===== src/rtl/bus_pkg.sv =====
// Shared definitions for the serial bus master port: FSM states, default widths, mode codes.
// Latency: none (definitions only).
// Backpressure: none (definitions only).
package bus_pkg;

   localparam int DEF_ADDR_WIDTH = 12;
   localparam int DEF_DATA_WIDTH = 8;

   localparam logic READ  = 1'b0;
   localparam logic WRITE = 1'b1;

   typedef enum logic [2:0] {
      IDLE  = 3'd0,
      REQ   = 3'd1,
      ADDR  = 3'd2,
      WDATA = 3'd3,
      RWAIT = 3'd4,
      SPLIT = 3'd5,
      SREQ  = 3'd6,
      DONE  = 3'd7
   } state_t;

   function automatic int max_int(input int a, input int b);
      return (a > b) ? a : b;
   endfunction

endpackage


===== src/rtl/shift_reg.sv =====
// LSB-first serial register: parallel load, bit-indexed serial out (PISO) and serial in (SIPO).
// Latency: one cycle per bit; sout reflects q[cnt] combinationally.
// Backpressure: caller holds en low to stall; the counter and contents then hold.
//
// Ports: load/din parallel load (also zeroes cnt); clr zeroes cnt only; en advances cnt;
//        wr with en writes sin into q[cnt]; q parallel contents; sout = q[cnt]; cnt bit index.
module shift_reg #(
   parameter int W  = 8,
   parameter int CW = 3
) (
   input  logic          clk,
   input  logic          rstn,
   input  logic          load,
   input  logic [W-1:0]  din,
   input  logic          clr,
   input  logic          en,
   input  logic          wr,
   input  logic          sin,
   output logic [W-1:0]  q,
   output logic          sout,
   output logic [CW-1:0] cnt
);

   // One-hot select of the current bit; the index is never a literal slice.
   logic [W-1:0] sel;
   assign sel  = W'(1) << cnt;
   assign sout = |(q & sel);

   always_ff @(posedge clk) begin
      if (!rstn) begin
         q   <= '0;
         cnt <= '0;
      end else begin
         // The final serial-in bit lands on the same edge the counter is cleared,
         // so the data write is kept independent of clr.
         if (load)
            q <= din;
         else if (en && wr)
            q <= sin ? (q | sel) : (q & ~sel);

         if (load || clr)
            cnt <= '0;
         else if (en)
            cnt <= cnt + CW'(1);
      end
   end

endmodule


===== src/rtl/master_port.sv =====
// Bus master port: takes one local read/write, requests the arbiter, shifts address/write data
// out LSB first and gathers serial read data; handles split release/re-request and lost grant.
// Latency: write ack = accept + 2 + ADDR_WIDTH + DATA_WIDTH + grant latency; read ack one cycle
// after the last mrvalid bit. Backpressure: mready low stalls shifting (mvalid=0, bit held);
// dready is high only in IDLE.
//
// Ports: dvalid/dready/dmode/daddr/dwdata local request, drdata/ack/err completion;
//        breq/bgrant/msplit arbiter handshake; mready/mvalid/mwdata/mmode serial out;
//        mrdata/mrvalid serial read in.
// Optional: define MASTER_TIMEOUT_EN to abort a read after TIMEOUT idle cycles (ack with err=1).
module master_port
   import bus_pkg::*;
#(
   parameter int ADDR_WIDTH = DEF_ADDR_WIDTH,
   parameter int DATA_WIDTH = DEF_DATA_WIDTH,
   parameter int TIMEOUT    = 255
) (
   input  logic                  clk,
   input  logic                  rstn,
   input  logic                  dvalid,
   output logic                  dready,
   input  logic                  dmode,
   input  logic [ADDR_WIDTH-1:0] daddr,
   input  logic [DATA_WIDTH-1:0] dwdata,
   output logic [DATA_WIDTH-1:0] drdata,
   output logic                  ack,
   output logic                  err,
   output logic                  breq,
   input  logic                  bgrant,
   input  logic                  msplit,
   input  logic                  mready,
   output logic                  mvalid,
   output logic                  mwdata,
   output logic                  mmode,
   input  logic                  mrdata,
   input  logic                  mrvalid
);

   localparam int              MAXW      = max_int(ADDR_WIDTH, DATA_WIDTH);
   localparam int              CW        = $clog2(MAXW);
   localparam logic [CW-1:0]   ADDR_LAST = CW'(ADDR_WIDTH - 1);
   localparam logic [CW-1:0]   DATA_LAST = CW'(DATA_WIDTH - 1);

   state_t                  state, state_n;
   logic                    mode_q;
   logic [ADDR_WIDTH-1:0]   addr_q;
   logic [DATA_WIDTH-1:0]   data_q;
   logic [DATA_WIDTH-1:0]   drdata_q;
   logic [MAXW-1:0]         sr_q, sr_din;
   logic [CW-1:0]           cnt;
   logic                    sr_sout, sr_load, sr_clr;
   logic                    shifting, tx_bit, rx_bit, tmo;
   logic                    unused_sr;

   assign shifting = (state == ADDR) || (state == WDATA);
   assign tx_bit   = shifting && mready && bgrant;
   assign rx_bit   = (state == RWAIT) && mrvalid;

`ifdef MASTER_TIMEOUT_EN
   localparam int TW = $clog2(TIMEOUT + 1);
   logic [TW-1:0] tcnt;
   logic          err_q;
   logic          waiting;

   assign waiting = ((state == RWAIT) || (state == SREQ)) && !mrvalid;
   assign tmo     = waiting && (tcnt == TW'(TIMEOUT - 1));
   assign err     = err_q;

   always_ff @(posedge clk) begin
      if (!rstn) begin
         tcnt  <= '0;
         err_q <= 1'b0;
      end else begin
         tcnt  <= waiting ? tcnt + TW'(1) : '0;
         err_q <= tmo;   // tmo always forces DONE, so err lines up with ack
      end
   end
`else
   logic unused_timeout;
   assign unused_timeout = (TIMEOUT != 0);
   assign tmo            = 1'b0;
   assign err            = 1'b0;
`endif

   // Next state.
   always_comb begin
      state_n = state;
      case (state)
         IDLE:  if (dvalid) state_n = REQ;
         REQ:   if (bgrant) state_n = ADDR;
         ADDR: begin
            if (!bgrant)
               state_n = REQ;
            else if (tx_bit && cnt == ADDR_LAST)
               state_n = (mode_q == WRITE) ? WDATA : RWAIT;
         end
         WDATA: begin
            if (!bgrant)
               state_n = REQ;
            else if (tx_bit && cnt == DATA_LAST)
               state_n = DONE;
         end
         RWAIT: begin
            // A split is honoured only before the first read bit arrives.
            if (tmo)
               state_n = DONE;
            else if (msplit && cnt == '0)
               state_n = SPLIT;
            else if (!bgrant)
               state_n = REQ;
            else if (rx_bit && cnt == DATA_LAST)
               state_n = DONE;
         end
         SPLIT: if (!bgrant) state_n = SREQ;
         SREQ: begin
            if (tmo)
               state_n = DONE;
            else if (bgrant)
               state_n = RWAIT;
         end
         DONE:    state_n = IDLE;
         default: state_n = IDLE;
      endcase
   end

   // Every state change zeroes the bit counter; entering a shift state also reloads
   // the register, which restarts the address from bit 0 after a lost grant.
   assign sr_clr  = (state_n != state);
   assign sr_load = sr_clr && ((state_n == ADDR) || (state_n == WDATA) || (state_n == RWAIT));

   always_comb begin
      sr_din = '0;
      if (state_n == ADDR)
         sr_din = MAXW'(addr_q);
      else if (state_n == WDATA)
         sr_din = MAXW'(data_q);
   end

   shift_reg #(.W(MAXW), .CW(CW)) u_sr (
      .clk  (clk),
      .rstn (rstn),
      .load (sr_load),
      .din  (sr_din),
      .clr  (sr_clr),
      .en   (tx_bit || rx_bit),
      .wr   (rx_bit),
      .sin  (mrdata),
      .q    (sr_q),
      .sout (sr_sout),
      .cnt  (cnt)
   );

   assign unused_sr = ^sr_q;

   always_ff @(posedge clk) begin
      if (!rstn) begin
         state    <= IDLE;
         mode_q   <= READ;
         addr_q   <= '0;
         data_q   <= '0;
         drdata_q <= '0;
      end else begin
         state    <= state_n;
         drdata_q <= drdata;
         if (state == IDLE && dvalid) begin
            mode_q <= dmode;
            addr_q <= daddr;
            data_q <= dwdata;
         end
      end
   end

   // Read data is presented straight from the shift register in DONE and then held.
   always_comb begin
      drdata = drdata_q;
      if (state == DONE) begin
         if (err)
            drdata = '0;
         else if (mode_q == READ)
            drdata = sr_q[DATA_WIDTH-1:0];
      end
   end

   assign dready = (state == IDLE);
   assign ack    = (state == DONE);
   assign breq   = state inside {REQ, ADDR, WDATA, RWAIT, SREQ};
   assign mvalid = tx_bit;
   assign mwdata = shifting && sr_sout;
   assign mmode  = mode_q && (state inside {ADDR, WDATA, RWAIT, SPLIT, SREQ, DONE});

endmodule


===== config.mk =====
export PLATFORM = sky130hd
export DESIGN_NAME = master_port
export DESIGN_NICKNAME = d
export VERILOG_FILES = /design/src/rtl/bus_pkg.sv /design/src/rtl/shift_reg.sv /design/src/rtl/master_port.sv
export SDC_FILE = /design/constraint.sdc
export NUM_CORES = 1
export LEC_CHECK = 0
export BUFFER_PORTS_ARGS = -buffer_cell sky130_fd_sc_hd__buf_2
export CAP_MARGIN = 20
export CORE_MARGIN = 2
export CORE_UTILIZATION = 53
export CTS_CLUSTER_DIAMETER = 30
export DETAILED_ROUTE_END_ITERATION = 8
export PLACE_DENSITY = 0.76
export REMOVE_ABC_BUFFERS = 1
export SYNTH_ARGS = -nofsm -noshare
export SYNTH_HDL_FRONTEND = slang
export SYNTH_HIERARCHICAL = 1
export SYNTH_SLANG_ARGS = --single-unit

===== constraint.sdc =====
create_clock -name clk -period 4.1 [get_ports clk]
set_input_delay 1.23 -clock clk [delete_from_list [all_inputs] [get_ports clk]]
set_output_delay 1.23 -clock clk [all_outputs]
set_load 0.02 [all_outputs]

**Word-level counts from Yosys, hierarchy flattened**

Index checks and enable logic that the tools add are counted.

- $lt $le $gt $ge: 0
- Muxes and demuxes: 20
- Multiply operators: 0
- Add/subtract/negate cells: 1
- Div/mod/pow operators: 0
- Bitwise gates (word level): 5
- Shift-type cells: 1
- Equal/unequal tests: 13
- Reductions and logical operators: 24

Operators with widths:

| kind | count |
|---|---|
| two-way mux 12 bit | 4 |
| two-way mux 3 bit | 12 |
| AND 12 bit | 2 |
| two-way mux 8 bit | 3 |
| one-hot mux 3 bit (8 select lines) | 1 |
| equality test 3 bit, second input constant | 5 |
| equality test 3 x 2 -> 1 bit, second input constant | 4 |
| logical AND 1 bit | 12 |
| NOT 12 bit | 1 |
| bitwise OR 12 bit | 1 |
| OR reduction 12 bit | 1 |
| left shift 1 x 4 -> 12 bit, first input constant | 1 |
| nonzero test 6 bit | 1 |
| logical OR 1 bit | 5 |
| nonzero test 5 bit | 1 |
| adder 4 x 1 -> 4 bit, second input constant | 1 |
| equality test 4 x 3 -> 1 bit, second input constant | 1 |
| equality test 4 bit, second input constant | 1 |
| zero test 4 bit | 1 |
| equality test 3 x 1 -> 1 bit, second input constant | 1 |
| zero test 3 bit | 1 |
| inequality test 3 bit | 1 |
| nonzero test 2 bit | 1 |
| OR reduction 2 bit | 1 |
| NOT 1 bit | 1 |

- Input bits: 29
- Bits in read-only memories: 0
- Logic and storage cells: 71
- Register bits after elaboration: 48
- Output and inout bits: 15
- Memories kept: 0
- Latch bits: 0
- Bits in writable memories: 0

**Longest topological paths before layout**

Gate-level depths: netlist (run 1).

- Depth in word-level cells: 14
- Depth in mapped cells: 11
- Mapped depth without buffers: 9

**Modules after synthesis**

Netlist (run 1), hierarchy kept.

Modules (own cells, without submodules):

| module | times used | area each (µm²) | cells each | sequential area each (µm²) |
|---|---|---|---|---|
| master_port | 1 | 1,732.9 | 211 | 640.6 |
| shift_reg | 1 | 982.2 | 117 | 320.3 |

**Least setup slack after synthesis (run 1)**

Ideal clock, no wire load.

- Kind: input port to flip-flop
- From: in mready
- To: reg with a tool-made name
- Stages: 10
- Buffers on the path: 1
- Setup time: 119 ps
- Required time: 3,981 ps
- Data arrival time: 3,112 ps
- Setup slack: 870 ps
- Cells stage by stage: nand2_1 -> or4_1 -> a211oi_2 -> nor2_1 -> nand2_1 -> o22ai_1 -> inv_1 -> clkbuf_1 -> o21ai_0 -> o221a_2

RTL lines:

| what | RTL line | RTL |
|---|---|---|
| start: declaration | master_port.sv:31 | `input logic mready,` |

**Final worst setup path (run 1)**

- From: reg u_sr.cnt[2]
- To: out mwdata

- Word-level cells in the longest chain between the ends: 4

RTL lines:

| what | RTL line | RTL |
|---|---|---|
| start: declaration | shift_reg.sv:21 | `output logic [CW-1:0] cnt` |
| start signal: assignment | shift_reg.sv:44 | `cnt <= cnt + CW'(1);` |
| left shift 1 x 4 -> 12 bit | shift_reg.sv:26 | `assign sel = W'(1) << cnt;` |
| AND 12 bit | shift_reg.sv:27 | `assign sout = \|(q & sel);` |
| OR reduction 12 bit | shift_reg.sv:27 |  |
| net sr_sout | master_port.sv:51 | `logic sr_sout, sr_load, sr_clr;` |
| logical AND 1 bit | master_port.sv:188 | `assign mwdata = shifting && sr_sout;` |
| end: declaration | master_port.sv:33 | `output logic mwdata,` |

The timed path passes the listed nets, and every way through them passes these cells.

==> flow_summary.yaml, run 1 <==
drt:
  drc: 0
  vias_per_cell: 5.56
  wl_per_cell_um: 13.6
  dr.pass1.iters: 5
  vias: 2363
  final_antenna_net_count: 0
  drt-total-wl_um: 5790
  first_iter_violations: 209
setup_path:
  worst_ep_arrival_time_ns: 2.36
  cp_slowest_stage_delay_ns: 0.67
  crit_fanout: 16
  cp-end-kind: "primary output"
  slowest_stage: "dfxtp_1"
  cp-start-kind: "flop"
  path_class: "reg2out"
  worstPathRequired_ns: 2.87
  crit_path_cell_trace: "inv_4 -> ha_1 -> a22oi_1 -> o221ai_1 -> a2111o_1 -> and3_1 -> buf_2"
grt:
  antenna_found_initial: 0
  grt_pass1_vias: 2110
  grt_pass1_wl_um: 9570
  grt.overflow.total: 0
  grtUsageTotal: 0.216
  grt_max_degree: 46
placed_design:
  hpwl_um: 4080
  gp_congestion: 0.929
  place_area_sq_um: 2890
  portBuffers: 42
  dp.cells: 418
power:
  leakage_nw: 1.24
  peakVddDrop_mv: 0.276
  powerDensity_nw_per_um2: 311
logic_synthesis:
  yosysWarnings: 6
  synth_seq_area_share: 0.354
  synthArstFlopShare: 0
  ys_types: 54
  synth-edff-count: 0
  synth-seq-cells: 48
  synth_mux_area_frac: 0.0774
  synth-main-ff-cell: "dfxtp_1"
  syn_avg_cell_area_sq_um: 8.28
  synth-compound-area-share: 0.237
  synth_area_sq_um: 2720
  syn_inst: 328
  synth_top_family_by_area: "compound AO/OA/AOI/OAI gates"
  synthSimpleGateAreaFrac: 0.224
  synthAdderAreaFrac: 0.0276
  synth-xor-area-share: 0.0129
clocking:
  root_buffer: "clkbuf_8"
  cts_hold_buf: 0
  path_clk_slew_ns: 0.08
  clock_sinks: 48
  cts-resized-gates: 0
  htreeDepth: 2
  cts_made_buffers: 5
  cts_buffer_depth: 2
  clkLatencyLatePin_ns: 0.30
  cts_setup_buffers: 0
  cts_tree: "done"
cells_and_area:
  final_cells: 425
  nFillCells: 504
  drive_gt1_frac: 0.177
  final_area_sq_um: 2970
  seq_area_sq_um: 961
  final_common_cell: "nand2_1"
  synthToLayoutAreaGrowth_pct: 9.45
  finish.net_count: 390
  multi_input_area_sq_um: 1580
  final_cell_mix: "nand2_1, dfxtp_1, buf_2"
  antenna_cells: 0
die:
  dieArea_sq_um: 5710
  num_rows: 26
  initial_core_util: 0.542
  die_height_um: 75.6
  core_area_sq_um: 5010
  ios: 44
  die_w_um: 75.6
job:
  drv_cap: 0
timing:
  finalSetupViolations: 0
  worstMarginPinSlew_ns: 0.681
  finalCriticalPeriod_ns: 3.59
  skew_ns: 0.00587
  grt_setup_unrepaired: "false"
  slew_headroom: 0.546
  hold_viol_final: 0
  max_freq_mhz: 278
  setup_tns_ns: 0
  post-route-period-util: 0.876
  maxSlewViolCount: 0
hold_path:
  hold_class: "reg2reg"
outcome:
  status: "finished, final reports clean"
==> path summary, 6_finish.rpt <==
kind | from | to | slack, ns | depth (start not counted)
min | addr_q[9] | addr_q[9] | 0.46 | 2
min reg2reg | addr_q[9] | addr_q[9] | 0.46 | 2
max reg2reg | u_sr/cnt[3] | flop | 0.96 | 9
max | u_sr/cnt[2] | mwdata | 0.51 | 7
==> report_power, final <==
part / leakage [nW] / internal (mW) / switching (mW)
clock network: 0.0410 / 0.116 / 0.149
registers: 0.392 / 0.492 / 0.0227
logic: 0.803 / 0.0618 / 0.0830
total: 1.24 / 0.670 / 0.254
==> logic make-up after synthesis <==
logic type,count (synthesis)
buf+inv,36
simple gates,121
flops,48
other cells,1
mux,20
fa+ha+maj,6
xor+xnor,4
compound gates,92
==> per-stage QoR <==
step           utilization  hold slack, ns  total power, mW  setup WS [ns]
3_3_place_gp         0.578           0.448            0.666          0.443
6_report             0.593           0.459            0.925          0.507
2_1_floorplan            -           0.439            0.618          0.875
5_1_grt              0.593           0.498            0.974          0.338
3_5_place_dp         0.578           0.453            0.670          0.307
4_1_cts              0.593           0.464            0.929          0.517
==> worst max-delay path, delay by kind of cell, from the launching register on <==
family,cells,cell delay (ns)
AO/OA/AOI/OAI,3,0.73
adder cells (fa/ha/maj),1,0.26
buffers and inverters,2,0.20
flip-flops,1,0.67
AND/OR/NAND/NOR,1,0.19
==> cell usage after synthesis, types with 4 or more instances <==
master,number,area (sq um)
o21ai_0,24,120
and3_1,4,25.0
a21boi_0,21,158
buf_2,7,35.0
nand3_1,4,20.0
a21oi_1,15,75.1
o31a_1,4,35.0
and2_1,15,93.8
ha_1,6,75.1
nand2_1,51,191
nand3b_1,4,30.0
nand2b_1,4,25.0
nand4b_1,6,52.6
clkbuf_1,10,37.5
mux2i_1,12,120
nor2_1,18,67.6
dfxtp_1,48,961
inv_1,12,45.0
mux2_2,8,90.1
nor2b_1,4,25.0
==> routing by layer <==
layer,GRT usage,part of all wire,up-vias
li1,-,-,1199
met1,0.302,0.47,1066
met2,0.338,0.46,83
met3,0.0450,0.053,15
met4,0.0643,0.016,0
met5,0,0,-
==> cell type report <==
class	count	area share
multi-input cells	244	0.531
flip-flops and latches	48	0.323
repair buffers	43	0.0733
well taps	70	0.0295
clock buffers	6	0.0244
inverters	13	0.0173
clock inverters	1	0.00168
No activity file was read; power rests on OpenSTA's default activity.
==> inputs of run 2 (changes only) <==
--- a/config.mk
+++ b/config.mk
@@ -8,7 +8,7 @@
 export BUFFER_PORTS_ARGS = -buffer_cell sky130_fd_sc_hd__buf_2
 export CAP_MARGIN = 20
 export CORE_MARGIN = 2
-export CORE_UTILIZATION = 53
+export CORE_UTILIZATION = 51
 export CTS_CLUSTER_DIAMETER = 30
 export DETAILED_ROUTE_END_ITERATION = 8
 export PLACE_DENSITY = 0.76
==> constraint.sdc (replaced) <==
create_clock -name clk -period 2.9 [get_ports clk]
set_input_delay 0.87 -clock clk [delete_from_list [all_inputs] [get_ports clk]]
set_output_delay 0.87 -clock clk [all_outputs]
set_load 0.02 [all_outputs]
==> flow_summary.yaml, run 2 (same netlist as run 1, synthesis figures left out) <==
setup_path:
  path_class: "reg2out"
  worstPathRequired_ns: 2.03
  crit_start: "u_sr/cnt[0]"
  reg2reg_slack_ns: 0.28
  worst_ep_arrival_time_ns: 1.98
  rr_startpoint: "u_sr/cnt[0]"
  cp-end-kind: "primary output"
  reg2reg_depth: 12
  crit_fanout: 4
  cp-start-kind: "flop"
  r2r_end: "u_sr/cnt[2]"
cells_and_area:
  drive_gt1_frac: 0.252
  final_area_sq_um: 3190
  fin_util: 0.624
  final_common_cell: "nand2_1"
  antenna_cells: 0
  final_cell_mix: "nand2_1, dfxtp_1, buf_2"
  nFillCells: 467
  finish.net_count: 404
  synthToLayoutAreaGrowth_pct: 17.4
timing:
  finalCriticalPeriod_ns: 2.85
  hold_viol_final: 0
  post-route-period-util: 0.984
  worstMarginPinSlew_ns: 0.687
  max_freq_mhz: 350
  grt_setup_unrepaired: "true"
  maxSlewViolCount: 0
  whs_ns: 0.464
  slew_headroom: 0.542
  finalSetupViolations: 0
  skew_ns: 0.00740
drt:
  drt-total-wl_um: 6030
  vias: 2411
  final_antenna_net_count: 0
  drc: 0
  dr.pass1.iters: 4
  vias_per_cell: 5.49
  wl_per_cell_um: 13.7
  first_iter_violations: 143
clocking:
  root_buffer: "clkbuf_8"
  cts_made_buffers: 5
  cts_buffer_depth: 2
  clock_sinks: 48
  cts_hold_buf: 0
  path_clk_slew_ns: 0.08
  htreeDepth: 2
  cts_tree: "done"
  clkLatencyLatePin_ns: 0.30
grt:
  grt_max_degree: 46
  grtUsageTotal: 0.219
  grt_pass1_vias: 2410
  grt.overflow.total: 0
  grt_pass1_wl_um: 10800
  antenna_found_initial: 0
die:
  ios: 44
  die_height_um: 77.0
  die_w_um: 77.0
  core_area_sq_um: 5110
  initial_core_util: 0.532
  dieArea_sq_um: 5920
  num_rows: 26
hold_path:
  hold_path_depth: 2
  hold_end: "addr_q[9]"
  hold_class: "reg2reg"
  hold_start: "addr_q[9]"
power:
  leakage_nw: 1.31
  powerDensity_nw_per_um2: 419
  peakVddDrop_mv: 0.307
placed_design:
  place_area_sq_um: 3010
  gp_congestion: 0.920
  portBuffers: 42
  hpwl_um: 4340
outcome:
  status: "finished, final reports clean"
job:
  drv_cap: 0
-- run 2: power breakdown --
| part | internal (mW) | switching, mW |
|---|---|---|
| Sequential | 0.695 | 0.0272 |
| Combinational | 0.108 | 0.129 |
| Clock | 0.163 | 0.213 |
| Total | 0.966 | 0.369 |
-- run 2: final cells by class --
class | instances | area [sq um] | area share
multi-input combinational | 244 | 1640 | 0.515
inverter | 13 | 51.3 | 0.0161
sequential | 48 | 972 | 0.305
tap | 70 | 87.6 | 0.0275
timing repair buffer | 57 | 354 | 0.111
clock buffer | 5 | 68.8 | 0.0216
clock inverter | 2 | 12.5 | 0.00392
-- run 2: worst max-delay path by stage --
| stage | to | slack (ns) | cells past startpoint |
|---|---|---|---|
| after global routing | mwdata | -0.04 | 7 |
| final | mwdata | 0.05 | 7 |
| after floorplan | flop | 0.04 | 9 |
| after detailed placement | u_sr/cnt[2] | 0.03 | 11 |
| after global placement | flop | 0.09 | 9 |
| after CTS | mwdata | 0.002 | 6 |
-- run 2: per-stage QoR --
step / worst slack [ns] / instances / power, mW / setup TNS [ns]
6_report: 0.0466 / 439 / 1.34 / 0
5_1_grt: -0.0433 / 439 / 1.41 / -0.0433
4_1_cts: 0.00172 / 439 / 1.34 / 0
3_5_place_dp: 0.0277 / 430 / 0.971 / 0
3_3_place_gp: 0.0892 / 430 / 0.965 / 0
2_1_floorplan: 0.0354 / 305 / 0.873 / 0
-- run 2: layer usage --
metal  GRT usage  vias to the layer above  wire [um]
li1            -                     1224          -
met1       0.284                     1119       2830
met2       0.360                       58       2800
met3      0.0353                       10        257
met4      0.0982                        0        144
met5           0                        -          0
-- run 2: critical path: stages (launching register included) --
cell and delay [ns]:
dfxtp_4 0.38, ha_4 0.17, ha_4 0.17, a22oi_2 0.15, o221ai_1 0.14, a2111o_1 0.37
and3_4 0.19, buf_6 0.12
-- run 2: repair_timing --
item / 4_1_cts / 5_1_grt
setup endpoints to repair: 1 / 9
resized for setup: 9 / 13
pin swaps: 1 / 4
setup buffers: 2 / 0
